===== config.mk =====
export PLATFORM = sky130hd
export DESIGN_NAME = phase_measure_ctrl
export DESIGN_NICKNAME = d
export VERILOG_FILES = /design/src/rtl/phase_measure_ctrl.sv
export SDC_FILE = /design/constraint.sdc
export NUM_CORES = 1
export LEC_CHECK = 0
export ABC_AREA = 1
export BUFFER_PORTS_ARGS = -buffer_cell sky130_fd_sc_hd__buf_2
export CORE_AREA = 2 2 156 158
export CTS_CLUSTER_SIZE = 12
export DETAILED_ROUTE_END_ITERATION = 12
export DIE_AREA = 0 0 158 160
export GPL_TIMING_DRIVEN = 0
export PLACE_DENSITY = 0.6
export SLEW_MARGIN = 40
export SYNTH_ARGS = -nofsm -noshare
export SYNTH_HDL_FRONTEND = slang
export SYNTH_SLANG_ARGS = --single-unit
export TNS_END_PERCENT = 10

===== constraint.sdc =====
create_clock -name clk_sample -period 3 [get_ports clk_sample]
set_clock_uncertainty 0.2 [all_clocks]
set_input_delay 0 -clock clk_sample [delete_from_list [all_inputs] [get_ports clk_sample]]
set_output_delay 0 -clock clk_sample [all_outputs]
set_load 0.05 [all_outputs]

===== src/rtl/phase_measure_ctrl.sv =====
`default_nettype none
// ============================================================================
// Module      : phase_measure_ctrl
// Description : Burst sequencer for one start/stop phase detector.
//               A start command holds the detector in reset for one cycle,
//               then collects a programmed number of phase samples (or stops
//               on a no-sample gap timeout) and reports sum/min/max/count of
//               the phase field through a valid/ready result port.
// Ports       : clk_sample, rst          - sample clock, sync active-high reset
//               start, num_samples,
//               timeout_cycles           - burst command and configuration
//               busy, pd_rst             - status / detector reset
//               phase_tag, phase_tag_valid - detector tag stream
//               result_valid, result_ready,
//               result_sum/min/max/count/timeout - burst result
// Revision    : 1.0 - initial release
// ============================================================================
module phase_measure_ctrl #(
    parameter int PHASE_COUNT_W = 12,
    parameter int CLK0_COUNT_W  = 4,
    parameter int NSAMP_W       = 8,
    parameter int TIMEOUT_W     = 20,
    parameter int ACC_W         = PHASE_COUNT_W + NSAMP_W
) (
    input  logic                                  clk_sample,
    input  logic                                  rst,
    input  logic                                  start,
    input  logic [NSAMP_W-1:0]                    num_samples,
    input  logic [TIMEOUT_W-1:0]                  timeout_cycles,
    output logic                                  busy,
    output logic                                  pd_rst,
    input  logic [PHASE_COUNT_W+CLK0_COUNT_W-1:0] phase_tag,
    input  logic                                  phase_tag_valid,
    output logic                                  result_valid,
    input  logic                                  result_ready,
    output logic [ACC_W-1:0]                      result_sum,
    output logic [PHASE_COUNT_W-1:0]              result_min,
    output logic [PHASE_COUNT_W-1:0]              result_max,
    output logic [NSAMP_W-1:0]                    result_count,
    output logic                                  result_timeout
);

    localparam logic [1:0] c_ST_IDLE    = 2'd0;
    localparam logic [1:0] c_ST_ARM     = 2'd1;
    localparam logic [1:0] c_ST_COLLECT = 2'd2;
    localparam logic [1:0] c_ST_REPORT  = 2'd3;

    localparam logic [TIMEOUT_W-1:0] c_GAP_MAX = '1;

    logic [1:0]               r_state;
    logic [1:0]               w_state_nxt;

    logic [NSAMP_W-1:0]       r_nsamp;
    logic [TIMEOUT_W-1:0]     r_timeout;
    logic [NSAMP_W-1:0]       r_count;
    logic [TIMEOUT_W-1:0]     r_gap;
    logic [ACC_W-1:0]         r_sum;
    logic [PHASE_COUNT_W-1:0] r_min;
    logic [PHASE_COUNT_W-1:0] r_max;

    logic [PHASE_COUNT_W-1:0] w_phase;
    logic [NSAMP_W-1:0]       w_count_inc;
    logic [ACC_W-1:0]         w_sum_nxt;
    logic [PHASE_COUNT_W-1:0] w_min_nxt;
    logic [PHASE_COUNT_W-1:0] w_max_nxt;
    logic                     w_timeout_hit;
    logic                     w_unused_tag_hi;

    // Only the phase field matters; the clk_0 count in the upper bits is
    // carried by the detector for other consumers.
    assign w_phase         = phase_tag[PHASE_COUNT_W-1:0];
    assign w_unused_tag_hi = ^phase_tag[PHASE_COUNT_W+CLK0_COUNT_W-1:PHASE_COUNT_W];

    // Accumulator values including the sample presented this cycle.
    assign w_count_inc = r_count + NSAMP_W'(1);
    assign w_sum_nxt   = r_sum + ACC_W'(w_phase);
    assign w_min_nxt   = (w_phase < r_min) ? w_phase : r_min;
    assign w_max_nxt   = (w_phase > r_max) ? w_phase : r_max;

    // r_gap counts idle cycles already elapsed, so the burst ends on the
    // timeout_cycles-th consecutive cycle without a sample. A sample arriving
    // in that same cycle wins over the timeout.
    assign w_timeout_hit = (r_timeout != '0) &&
                           (r_gap == (r_timeout - TIMEOUT_W'(1))) &&
                           !phase_tag_valid;

    // ------------------------------------------------------------------
    // Next-state logic
    // ------------------------------------------------------------------
    always_comb begin
        w_state_nxt = r_state;
        case (r_state)
            c_ST_IDLE: begin
                if (start) begin
                    w_state_nxt = (num_samples == '0) ? c_ST_REPORT : c_ST_ARM;
                end
            end
            c_ST_ARM: begin
                w_state_nxt = c_ST_COLLECT;
            end
            c_ST_COLLECT: begin
                if (phase_tag_valid) begin
                    if (w_count_inc == r_nsamp) begin
                        w_state_nxt = c_ST_REPORT;
                    end
                end else if (w_timeout_hit) begin
                    w_state_nxt = c_ST_REPORT;
                end
            end
            c_ST_REPORT: begin
                if (result_ready) begin
                    w_state_nxt = c_ST_IDLE;
                end
            end
            default: begin
                w_state_nxt = c_ST_IDLE;
            end
        endcase
    end

    // ------------------------------------------------------------------
    // State register and registered status outputs (decoded from the
    // next state so they line up with the state they describe).
    // ------------------------------------------------------------------
    always_ff @(posedge clk_sample) begin
        if (rst) begin
            r_state      <= c_ST_IDLE;
            busy         <= 1'b0;
            pd_rst       <= 1'b1;
            result_valid <= 1'b0;
        end else begin
            r_state      <= w_state_nxt;
            busy         <= (w_state_nxt != c_ST_IDLE);
            pd_rst       <= (w_state_nxt != c_ST_COLLECT);
            result_valid <= (w_state_nxt == c_ST_REPORT);
        end
    end

    // ------------------------------------------------------------------
    // Configuration, accumulators and result registers
    // ------------------------------------------------------------------
    always_ff @(posedge clk_sample) begin
        if (rst) begin
            r_nsamp        <= '0;
            r_timeout      <= '0;
            r_count        <= '0;
            r_gap          <= '0;
            r_sum          <= '0;
            r_min          <= '0;
            r_max          <= '0;
            result_sum     <= '0;
            result_min     <= '0;
            result_max     <= '0;
            result_count   <= '0;
            result_timeout <= 1'b0;
        end else begin
            case (r_state)
                c_ST_IDLE: begin
                    if (start) begin
                        r_nsamp   <= num_samples;
                        r_timeout <= timeout_cycles;
                        // An empty burst goes straight to REPORT with a null result.
                        if (num_samples == '0) begin
                            result_sum     <= '0;
                            result_min     <= '0;
                            result_max     <= '0;
                            result_count   <= '0;
                            result_timeout <= 1'b0;
                        end
                    end
                end
                c_ST_ARM: begin
                    r_sum   <= '0;
                    r_count <= '0;
                    r_gap   <= '0;
                    r_min   <= '1;
                    r_max   <= '0;
                end
                c_ST_COLLECT: begin
                    if (phase_tag_valid) begin
                        r_sum   <= w_sum_nxt;
                        r_count <= w_count_inc;
                        r_min   <= w_min_nxt;
                        r_max   <= w_max_nxt;
                        r_gap   <= '0;
                    end else if (r_gap != c_GAP_MAX) begin
                        r_gap <= r_gap + TIMEOUT_W'(1);
                    end

                    if (w_state_nxt == c_ST_REPORT) begin
                        if (phase_tag_valid) begin
                            result_sum     <= w_sum_nxt;
                            result_min     <= w_min_nxt;
                            result_max     <= w_max_nxt;
                            result_count   <= w_count_inc;
                            result_timeout <= 1'b0;
                        end else begin
                            // Timeout: report the partial burst. With no
                            // samples, min still holds its all-ones seed.
                            result_sum     <= r_sum;
                            result_min     <= (r_count == '0) ? '0 : r_min;
                            result_max     <= (r_count == '0) ? '0 : r_max;
                            result_count   <= r_count;
                            result_timeout <= 1'b1;
                        end
                    end
                end
                default: begin
                    // REPORT holds everything stable for the handshake.
                end
            endcase
        end
    end

endmodule
`default_nettype wire


Word level (Yosys, flattened, before mapping)
Cells that the tools add are included.
Cells by class
  add/subtract/negate cells: 4
  equality and inequality tests: 13
  magnitude comparators: 2
  mux-type cells: 43
  reductions and logical operators: 14
Operators by type and width (number)
  12-bit two-way mux: 12
  20-bit two-way mux: 6
  20-bit case mux with 2 select lines: 3
  12-bit case mux with 2 select lines: 4
  8-bit two-way mux: 4
  8-bit case mux with 2 select lines: 2
  20-bit by 1-bit adder with 20-bit output (second input constant): 1
  20-bit by 12-bit adder with 20-bit output: 1
  20-bit == test: 1
  20-bit inequality test (second input constant): 1
  20-bit nonzero test: 1
  20-bit by 1-bit subtractor with 20-bit output (second input constant): 1
  8-bit logical NOT: 2
  12-bit > comparator: 1
  12-bit less-than comparator: 1
  2-bit two-way mux: 6
  2-bit inequality test (second input constant): 5
  8-bit by 1-bit adder with 8-bit output (second input constant): 1
  8-bit == test: 1
  2-bit case mux with 4 select lines: 1
  2-bit == test (second input constant): 3
  2-bit AND reduction: 3
  2-bit nonzero test: 3
  1-bit two-way mux: 4
  other kinds (7): 8
Storage, ports and cells
  register bits after elaboration: 158
  input port bits: 49
  output and inout port bits: 56

Logic depth before layout (Yosys ltp)
Gate-level depths: netlist (run 1).
  word-level depth: 10
  gate-level depth with buffers: 22
  depth with buffers taken out: 21

Least setup slack after synthesis (run 1)
No wires, ideal clock.
  path type: register to register
  start: reg r_sum[0]
  end: reg r_sum[18]
  library setup time: 0.086 ns
  setup slack: 0.391 ns
  clock period less this slack: 2.609 ns
  stages on the path, launching flop included: 18
  arrival: 2.324 ns
  cell sequence: dfxtp_1 ha_1 inv_1 fa_1 or2_2 nor2_1 nor2_1 inv_1 nand2_1 o211ai_1 nand2_1 nor2_1 nand3_1 nand2_1 nand2_1 nor2_1 nor2_1 a211oi_1
On the way
  word-level cells in the longest chain between the ends: 3
Ends and longest elaborated chain
  start, declared: RTL line 57  | logic [ACC_W-1:0] r_sum;
  start signal, assigned: RTL line 181  | r_sum <= w_sum_nxt;
  20-bit by 12-bit adder with 20-bit output: RTL line 76  | assign w_sum_nxt = r_sum + ACC_W'(w_phase);
  20-bit two-way mux: RTL line 180  | if (phase_tag_valid) begin
  20-bit case mux with 2 select lines: RTL line 157  | case (r_state)
Every way passes these cells.
A chain may end at the register's enable or synchronous reset.

Worst setup path after layout (run 1)
  start: reg r_timeout[1]
  end: reg result_max[11]
On the way
  word-level cells in the longest chain between the ends: 10
Ends and longest elaborated chain
  start, declared: RTL line 54  | logic [TIMEOUT_W-1:0] r_timeout;
  start signal, assigned: RTL line 161  | r_timeout <= timeout_cycles;
  20-bit by 1-bit subtractor with 20-bit output: RTL line 84  | (r_gap == (r_timeout - TIMEOUT_W'(1))) &&
  20-bit == test: RTL line 84
  1-bit logical AND *: RTL line 83  | assign w_timeout_hit = (r_timeout != '0) &&
  1-bit logical AND *: RTL line 84
  2-bit two-way mux *: RTL line 106  | end else if (w_timeout_hit) begin
  2-bit two-way mux *: RTL line 102  | if (phase_tag_valid) begin
  2-bit case mux with 4 select lines *: RTL line 92  | case (r_state)
  2-bit == test *: RTL line 190  | if (w_state_nxt == c_ST_REPORT) begin
  2-bit inequality test (no line) *
  4-bit AND reduction (no line) *
  end signal, assigned: RTL line 194  | result_max <= w_max_nxt;
  end signal, assigned: RTL line 202  | result_max <= (r_count == '0) ? '0 : r_max;
  end, declared: RTL line 38  | output logic [PHASE_COUNT_W-1:0] result_max,
Every way passes the cells marked *; elsewhere a longest branch is shown, timed or not.

==> results of run 1 <==
repair_timing:
item / 4_1_cts / 5_1_grt
hold buffers: 44 / 0
resized for setup: 6 / 67
cloned: 0 / 3
setup buffers: 0 / 5
pin swaps: 0 / 13
endpoints found under the setup margin: 38 / 68
hold endpoints to repair: 65 / 0
per-stage QoR:
stage / instance area [sq um] / setup WS [ns] / total power [mW] / hold slack [ns]
6_report: 11450 / 0.1720 / 6.574 / 0.06846
5_1_grt: 11450 / -0.006893 / 6.954 / 0.1231
4_1_cts: 11210 / -0.05490 / 6.502 / 0.07634
3_5_place_dp: 10160 / -0.2979 / 4.190 / 0.07282
3_3_place_gp: 10150 / -0.3046 / 4.165 / 0.06608
2_1_floorplan: 9253 / 0.3908 / 3.738 / -0.03332
area by class of cell:
class	count	area (sq um)	area share [%]
buffer	66	311.5	2.720
clock buffer	18	439.2	3.834
clock inverter	14	158.9	1.387
inverter	174	655.6	5.724
multi-input combinational	1003	5333	46.55
sequential	158	3173	27.70
tap	324	405.4	3.539
timing repair buffer	149	978.4	8.542
kinds of logic (layout without fill, tap and decap cells):
group,count (synthesis),in the layout
AND/OR/NAND/NOR,586,588
adder cells (fa/ha/maj),45,45
XOR/XNOR,25,25
buffers and inverters,240,421
flip-flops,158,158
AO/OA/AOI/OAI,345,345
path summary, 6_finish.rpt:
kind	start	end	depth (start not counted)	slack, ns
worst max register to register	r_timeout[1]	result_max[11]	20	0.17
worst min register to register	result_min[5]	result_min[5]	2	0.28
worst min-delay path	phase_tag_valid	r_gap[19]	4	0.07
worst max-delay path	r_timeout[1]	result_max[11]	20	0.17
worst register-to-register path: cells and delay by family, from the launching register on:
kind                   cells  cell delay (ns)
buffers and inverters      2             0.30
AND/OR/NAND/NOR           18             1.90
flip-flops                 1             0.32
Yosys cell counts (3+ instances only):
library cell	number	area, sq um
a21oi_1	164	820.8
buf_1	8	30.03
nand4_1	12	75.07
nor3_1	12	60.06
inv_1	170	638.1
nand2_1	249	934.7
clkbuf_1	44	165.2
nor4_1	6	37.54
nor2_1	198	743.2
nor2_4	3	33.78
xor2_1	18	157.7
nor2_2	5	31.28
xnor2_1	6	52.55
a211oi_1	6	45.04
o211ai_1	15	112.6
o22ai_1	17	106.4
ha_1	44	550.5
a31oi_1	3	18.77
nand3_1	59	295.3
o21ai_1	3	15.01
nand3b_1	33	247.7
a21o_1	3	22.52
buf_2	12	60.06
o21ai_0	127	635.6
dfxtp_1	158	3163
routing by layer:
layer	part of all wire, %	vias up	wire, microns	track usage (%)
li1	-	4946	-	-
met1	48	4345	13650	30.83
met2	46	236	13030	36.60
met3	4.7	39	1340	3.555
met4	1.8	0	526	5.815
met5	0	-	0	0
registers in the layout, summed over array words and instances, names as in the netlist:
name and flops:
busy 1, pd_rst 1, r_count 8, r_gap 20, r_max 12, r_min 12
r_nsamp 8, r_state 2, r_sum 20, r_timeout 20, result_count 8, result_max 12
result_min 12, result_sum 20, result_timeout 1, result_valid 1
power groups by stage:
stage / clock network [mW] / registers (mW) / logic, mW
after floorplan: 0 / 2.56 / 1.18
after global placement: 0 / 2.50 / 1.67
after detailed placement: 0 / 2.50 / 1.69
after CTS: 2.30 / 2.45 / 1.75
after global routing: 2.38 / 2.49 / 2.09
final: 2.26 / 2.47 / 1.85
layout by cell type (no fill, tap or decap), drive strengths merged, types with 3 or more instances in the layout:
cell | Yosys | routed
nand2 | 253 | 254
nor2 | 206 | 207
inv | 172 | 177
a21oi | 164 | 164
dfxtp | 158 | 158
o21ai | 130 | 130
buf | 22 | 126
clkbuf | 44 | 63
nand3 | 60 | 60
dlygate4sd3 | 0 | 44
ha | 44 | 44
nand3b | 33 | 33
xor2 | 18 | 18
o22ai | 17 | 17
o211ai | 15 | 15
nand4 | 12 | 12
nor3 | 12 | 12
xnor2 | 6 | 6
nor4 | 6 | 6
a211oi | 6 | 6
clkinv | 2 | 6
a21o | 3 | 3
a31oi | 3 | 3
clkinvlp | 0 | 3
==> results.sh, run 1 <==
export IMPL_clock_sinks=158
export IMPL_worst_path_most_repeated_cell="nand2_1"
export IMPL_gp_congestion=0.8942
export IMPL_cp_top_family="simple AND/OR/NAND/NOR gates"
export IMPL_drv_cap=0
export IMPL_cp_cell_sequence="buf_4, nor2_2, nand2_1, nor2_4, nand2_1, nand2_1, nand2_1, nor2_1, nand2_1, nor2_2, nand3_1, nand2_1, nand2_1, nand2_2, nand3_4, nand2_8, buf_4, nand3_1, nand2_1, nor2_1"
export IMPL_critPathArrivalTime_ns=2.96
export IMPL_rsz0062_at_grt="yes"
export IMPL_wl_per_cell_microns=14.97
export IMPL_ys_ff_latch=158
export IMPL_die_h_microns=160
export IMPL_drtIter0Drc=707
export IMPL_syn_nets=1493
export IMPL_die_w_microns=158
export IMPL_synth_top_family_by_area="simple AND/OR/NAND/NOR gates"
export IMPL_path_max_fanout=10
export IMPL_critPathRequiredTime_ns=3.14
export IMPL_grtUsageTotal_pct=22.43
export IMPL_worst_path_buf_inv=2
export IMPL_setup_viol_count_final=0
export IMPL_die_area_sq_mm=0.02528
export IMPL_htree_levels=4
export IMPL_power_internal_mw=4.204
export IMPL_synth_area_sq_mm=0.009253
export IMPL_area_growth_pct=23.80
export IMPL_relSlewSlack_pct=52.80
export IMPL_setup_worst_path_end_class="register"
export IMPL_drv_slew=0
export IMPL_p_sw_mw=2.370
export IMPL_ys_seq_area_share_pct=34.19
export IMPL_port_buffer_count=99
export IMPL_dr_pass1_iters=5
export IMPL_yosys_warnings=0
export IMPL_max_freq_ghz=0.3536
export IMPL_slowest_stage="dfxtp_2"
export IMPL_leakage_nw=5.148
export IMPL_cts_buffers_inserted=17
export IMPL_rows=57
export IMPL_final_cells=1906
export IMPL_synth_fa_ha_area_share_pct=6.166
export IMPL_placed_cells=1822
export IMPL_synthXorXnorAreaFrac_pct=2.515
export IMPL_start_kind="register"
export IMPL_num_antenna_cells=0
export IMPL_drc=0
export IMPL_avgSynthCellArea_sq_um=6.614
export IMPL_synth_compound_area_share_pct=19.78
export IMPL_status="complete, no violations"
export IMPL_synthSimpleGateAreaFrac_pct=27.33
export IMPL_path_class="reg -> reg"
export IMPL_io_pins=105
export IMPL_grt_pass1_vias=8816
export IMPL_drive_gt1_share_pct=13.27
export IMPL_cp_slowest_stage_delay_ns=0.32
export IMPL_ant_nets=0
export IMPL_vias_per_cell=5.019
export IMPL_synthMuxAreaShare_pct=0
export IMPL_cts_tree="yes"
export IMPL_synth_edff_count=0
export IMPL_grt_max_degree=17
export IMPL_hold_viol=0
export IMPL_worstMarginPinSlew_ns=0.7078
export IMPL_async_reset_ff_share_pct=0
export IMPL_clk_latency_ns=0.44
export IMPL_fin_crit_ns=2.828
export IMPL_final_nets=1663
export IMPL_clk_pin_slew_worst_paths_ns=0.07
export IMPL_synth_distinct_cells=43
export IMPL_coreArea_sq_mm=0.02382
export IMPL_syn_inst=1399
export IMPL_vias=9566
export IMPL_pwr_share_comb_pct=28.1
export IMPL_p_sw_share_pct=36.06
export IMPL_overflow=0
export IMPL_seqPwrFrac_pct=37.5
export IMPL_grt_pass1_wl_microns=44860
export IMPL_routed_wl_microns=28540
export IMPL_fin_setup_tns_ns=0
export IMPL_start_util_pct=38.84
export IMPL_fill_cells=2488
export IMPL_antenna_found_initial=0
export IMPL_pwr_share_clk_pct=34.4
export IMPL_max_vdd_ir_drop_uv=313.8
export IMPL_cts_path_max_buffers=2
export IMPL_utilization_pct=48.09
export IMPL_ys_flop_type="dfxtp_1"
export IMPL_post_route_period_util_pct=94.27
export IMPL_dpl_hpwl_microns=20560
export IMPL_min_path_type="in -> reg"
export IMPL_cts_root_buf="clkbuf_16"
export IMPL_power_density_mw_per_mm2=573.9
Power figures use the tool's default switching activity.
==> run 2: changes to the inputs <==
Settings changed: CTS_BUF_LIST set to sky130_fd_sc_hd__clkbuf_8.
==> run 2 against run 1 <==
Total power is 8.6% lower. Cell count barely moved. Clock-buffer cell count unchanged. Sequential share of layout area grew 0.40 points. Register-to-register slack worse by 0.02 ns. First-iteration DRC count is 13% lower. Die area unchanged. Utilization down 0.68 points. Setup slack worse by 0.018 ns. Cell area down 1.4%. Critical endpoint is now result_count[6].
==> results.sh, run 2 (same netlist as run 1, synthesis figures left out) <==
export IMPL_vias=9535
export IMPL_worst_path_most_repeated_cell="nand2_1"
export IMPL_clk_pin_slew_worst_paths_ns=0.09
export IMPL_drc=0
export IMPL_io_pins=105
export IMPL_clock_sinks=158
export IMPL_critPathRequiredTime_ns=3.17
export IMPL_die_area_sq_mm=0.02528
export IMPL_port_buffer_count=99
export IMPL_rows=57
export IMPL_regArea_sq_mm=0.003173
export IMPL_worst_path_buf_inv=2
export IMPL_worstMarginPinSlew_ns=0.7191
export IMPL_leakage_nw=5.069
export IMPL_drv_slew=0
export IMPL_cp_cell_sequence="inv_4, ha_4, or2_4, nand3_2, nand2_1, nor2_1, nand2_1, nor2_1, nand2_1, nor2_1, nand3_1, nand2_1, nand2_1, nand2_2, nand3_4, nand2_8, buf_6, nand3b_1, nand2_2, nor2_1"
export IMPL_clk_latency_ns=0.47
export IMPL_gp_congestion=0.8942
export IMPL_dpl_hpwl_microns=20560
export IMPL_post_route_period_util_pct=94.86
export IMPL_antenna_found_initial=0
export IMPL_cp_slowest_stage_delay_ns=0.36
export IMPL_area_growth_pct=22.04
export IMPL_status="complete, no violations"
export IMPL_cp_startpoint="r_timeout[0]"
export IMPL_fin_crit_ns=2.846
export IMPL_cts_buffers_inserted=17
export IMPL_hold_viol=0
export IMPL_utilization_pct=47.41
export IMPL_fill_cells=2516
export IMPL_num_antenna_cells=0
export IMPL_ant_nets=0
export IMPL_min_path_type="in -> reg"
export IMPL_reg2reg_from="r_timeout[0]"
export IMPL_cp_top_family="simple AND/OR/NAND/NOR gates"
export IMPL_grt_pass1_vias=8769
export IMPL_wl_per_cell_microns=14.86
export IMPL_cts_tree="yes"
export IMPL_routed_wl_microns=28340
export IMPL_dpl_worst_slack_ns=-0.2979
export IMPL_drtIter0Drc=615
export IMPL_dr_pass1_iters=5
export IMPL_fin_ws_ns=0.1541
export IMPL_grt_max_degree=17
export IMPL_max_freq_ghz=0.3514
export IMPL_grtUsageTotal_pct=22.31
export IMPL_die_w_microns=158
export IMPL_slowest_stage="dfxtp_2"
export IMPL_critPathArrivalTime_ns=3.01
export IMPL_setup_viol_count_final=0
export IMPL_final_common_cell="nand2_1"
export IMPL_placed_area_sq_mm=0.01016
export IMPL_die_h_microns=160
export IMPL_htree_levels=4
export IMPL_overflow=0
export IMPL_layout_common_cells="nand2_1 (243), nor2_1 (184), inv_1 (166), a21oi_1 (164), dfxtp_1 (150)"
export IMPL_path_max_fanout=6
export IMPL_cts_root_buf="clkbuf_8"
export IMPL_final_nets=1664
export IMPL_setup_worst_path_end_class="register"
export IMPL_power_density_mw_per_mm2=532.0
export IMPL_hold_start="phase_tag_valid"
export IMPL_path_class="reg -> reg"
export IMPL_relSlewSlack_pct=52.06
export IMPL_multi_input_area_sq_mm=0.005353
export IMPL_drive_gt1_share_pct=13.58
export IMPL_postLayoutCellArea_sq_mm=0.01129
export IMPL_start_util_pct=38.84
export IMPL_max_vdd_ir_drop_uv=269.7
export IMPL_coreArea_sq_mm=0.02382
export IMPL_start_kind="register"
export IMPL_drv_cap=0
export IMPL_fin_setup_tns_ns=0
export IMPL_grt_pass1_wl_microns=44660
export IMPL_rsz0062_at_grt="yes"
export IMPL_hold_ws_ns=0.04455
export IMPL_vias_per_cell=5.000
export IMPL_cts_path_max_buffers=2
## run 2: tightest hold or removal path, delay by kind of cell
kind	cells	cell delay (ns)
buffers and inverters	1	0.29
and+or+nand+nor	2	0.27
AOI/OAI and AO/OA	1	0.11
## run 2: layout make-up
class,count,area share (%)
Multi-Input combinational cell,1003,47.40
Sequential cell,158,28.10
Timing Repair Buffer,150,8.753
Inverter,174,5.806
Tap cell,324,3.590
Buffer,66,2.748
Clock buffer,18,2.194
Clock inverter,14,1.407
## run 2: final timing paths
kind / endpoint / slack [ns] / depth (start not counted)
max reg2reg: result_count[6] / 0.15 / 20
min reg2reg: r_nsamp[5] / 0.28 / 2
min: r_gap[19] / 0.04 / 4
max: result_count[6] / 0.15 / 20
## run 2: metal layers
layer	track usage, %	share of wire, %
met4	6.265	1.9
met1	30.86	48
met2	36.36	46
met3	2.958	4.2
met5	0	0
## run 2: where the power goes
| group | total, mW | switching, mW | internal, mW |
|---|---|---|---|
| Combinational | 1.85 | 1.21 | 0.637 |
| Clock | 1.70 | 0.916 | 0.779 |
| Sequential | 2.46 | 0.165 | 2.30 |
## run 2: through the flow
step / std cells / total power [mW]
5_1_grt: 1907 / 6.394
6_report: 1907 / 6.008
2_1_floorplan: 1399 / 3.738
3_5_place_dp: 1822 / 4.190
4_1_cts: 1899 / 5.940
3_3_place_gp: 1822 / 4.165
## run 2: what timing repair did
item                                   4_1_cts  5_1_grt
cloned                                       0        3
endpoints found under the hold margin       68        1
pin swaps                                    0       11
hold buffers                                45        1
buffers inserted                             0        5
resized for setup                            5       75
setup endpoints to repair                   37       70
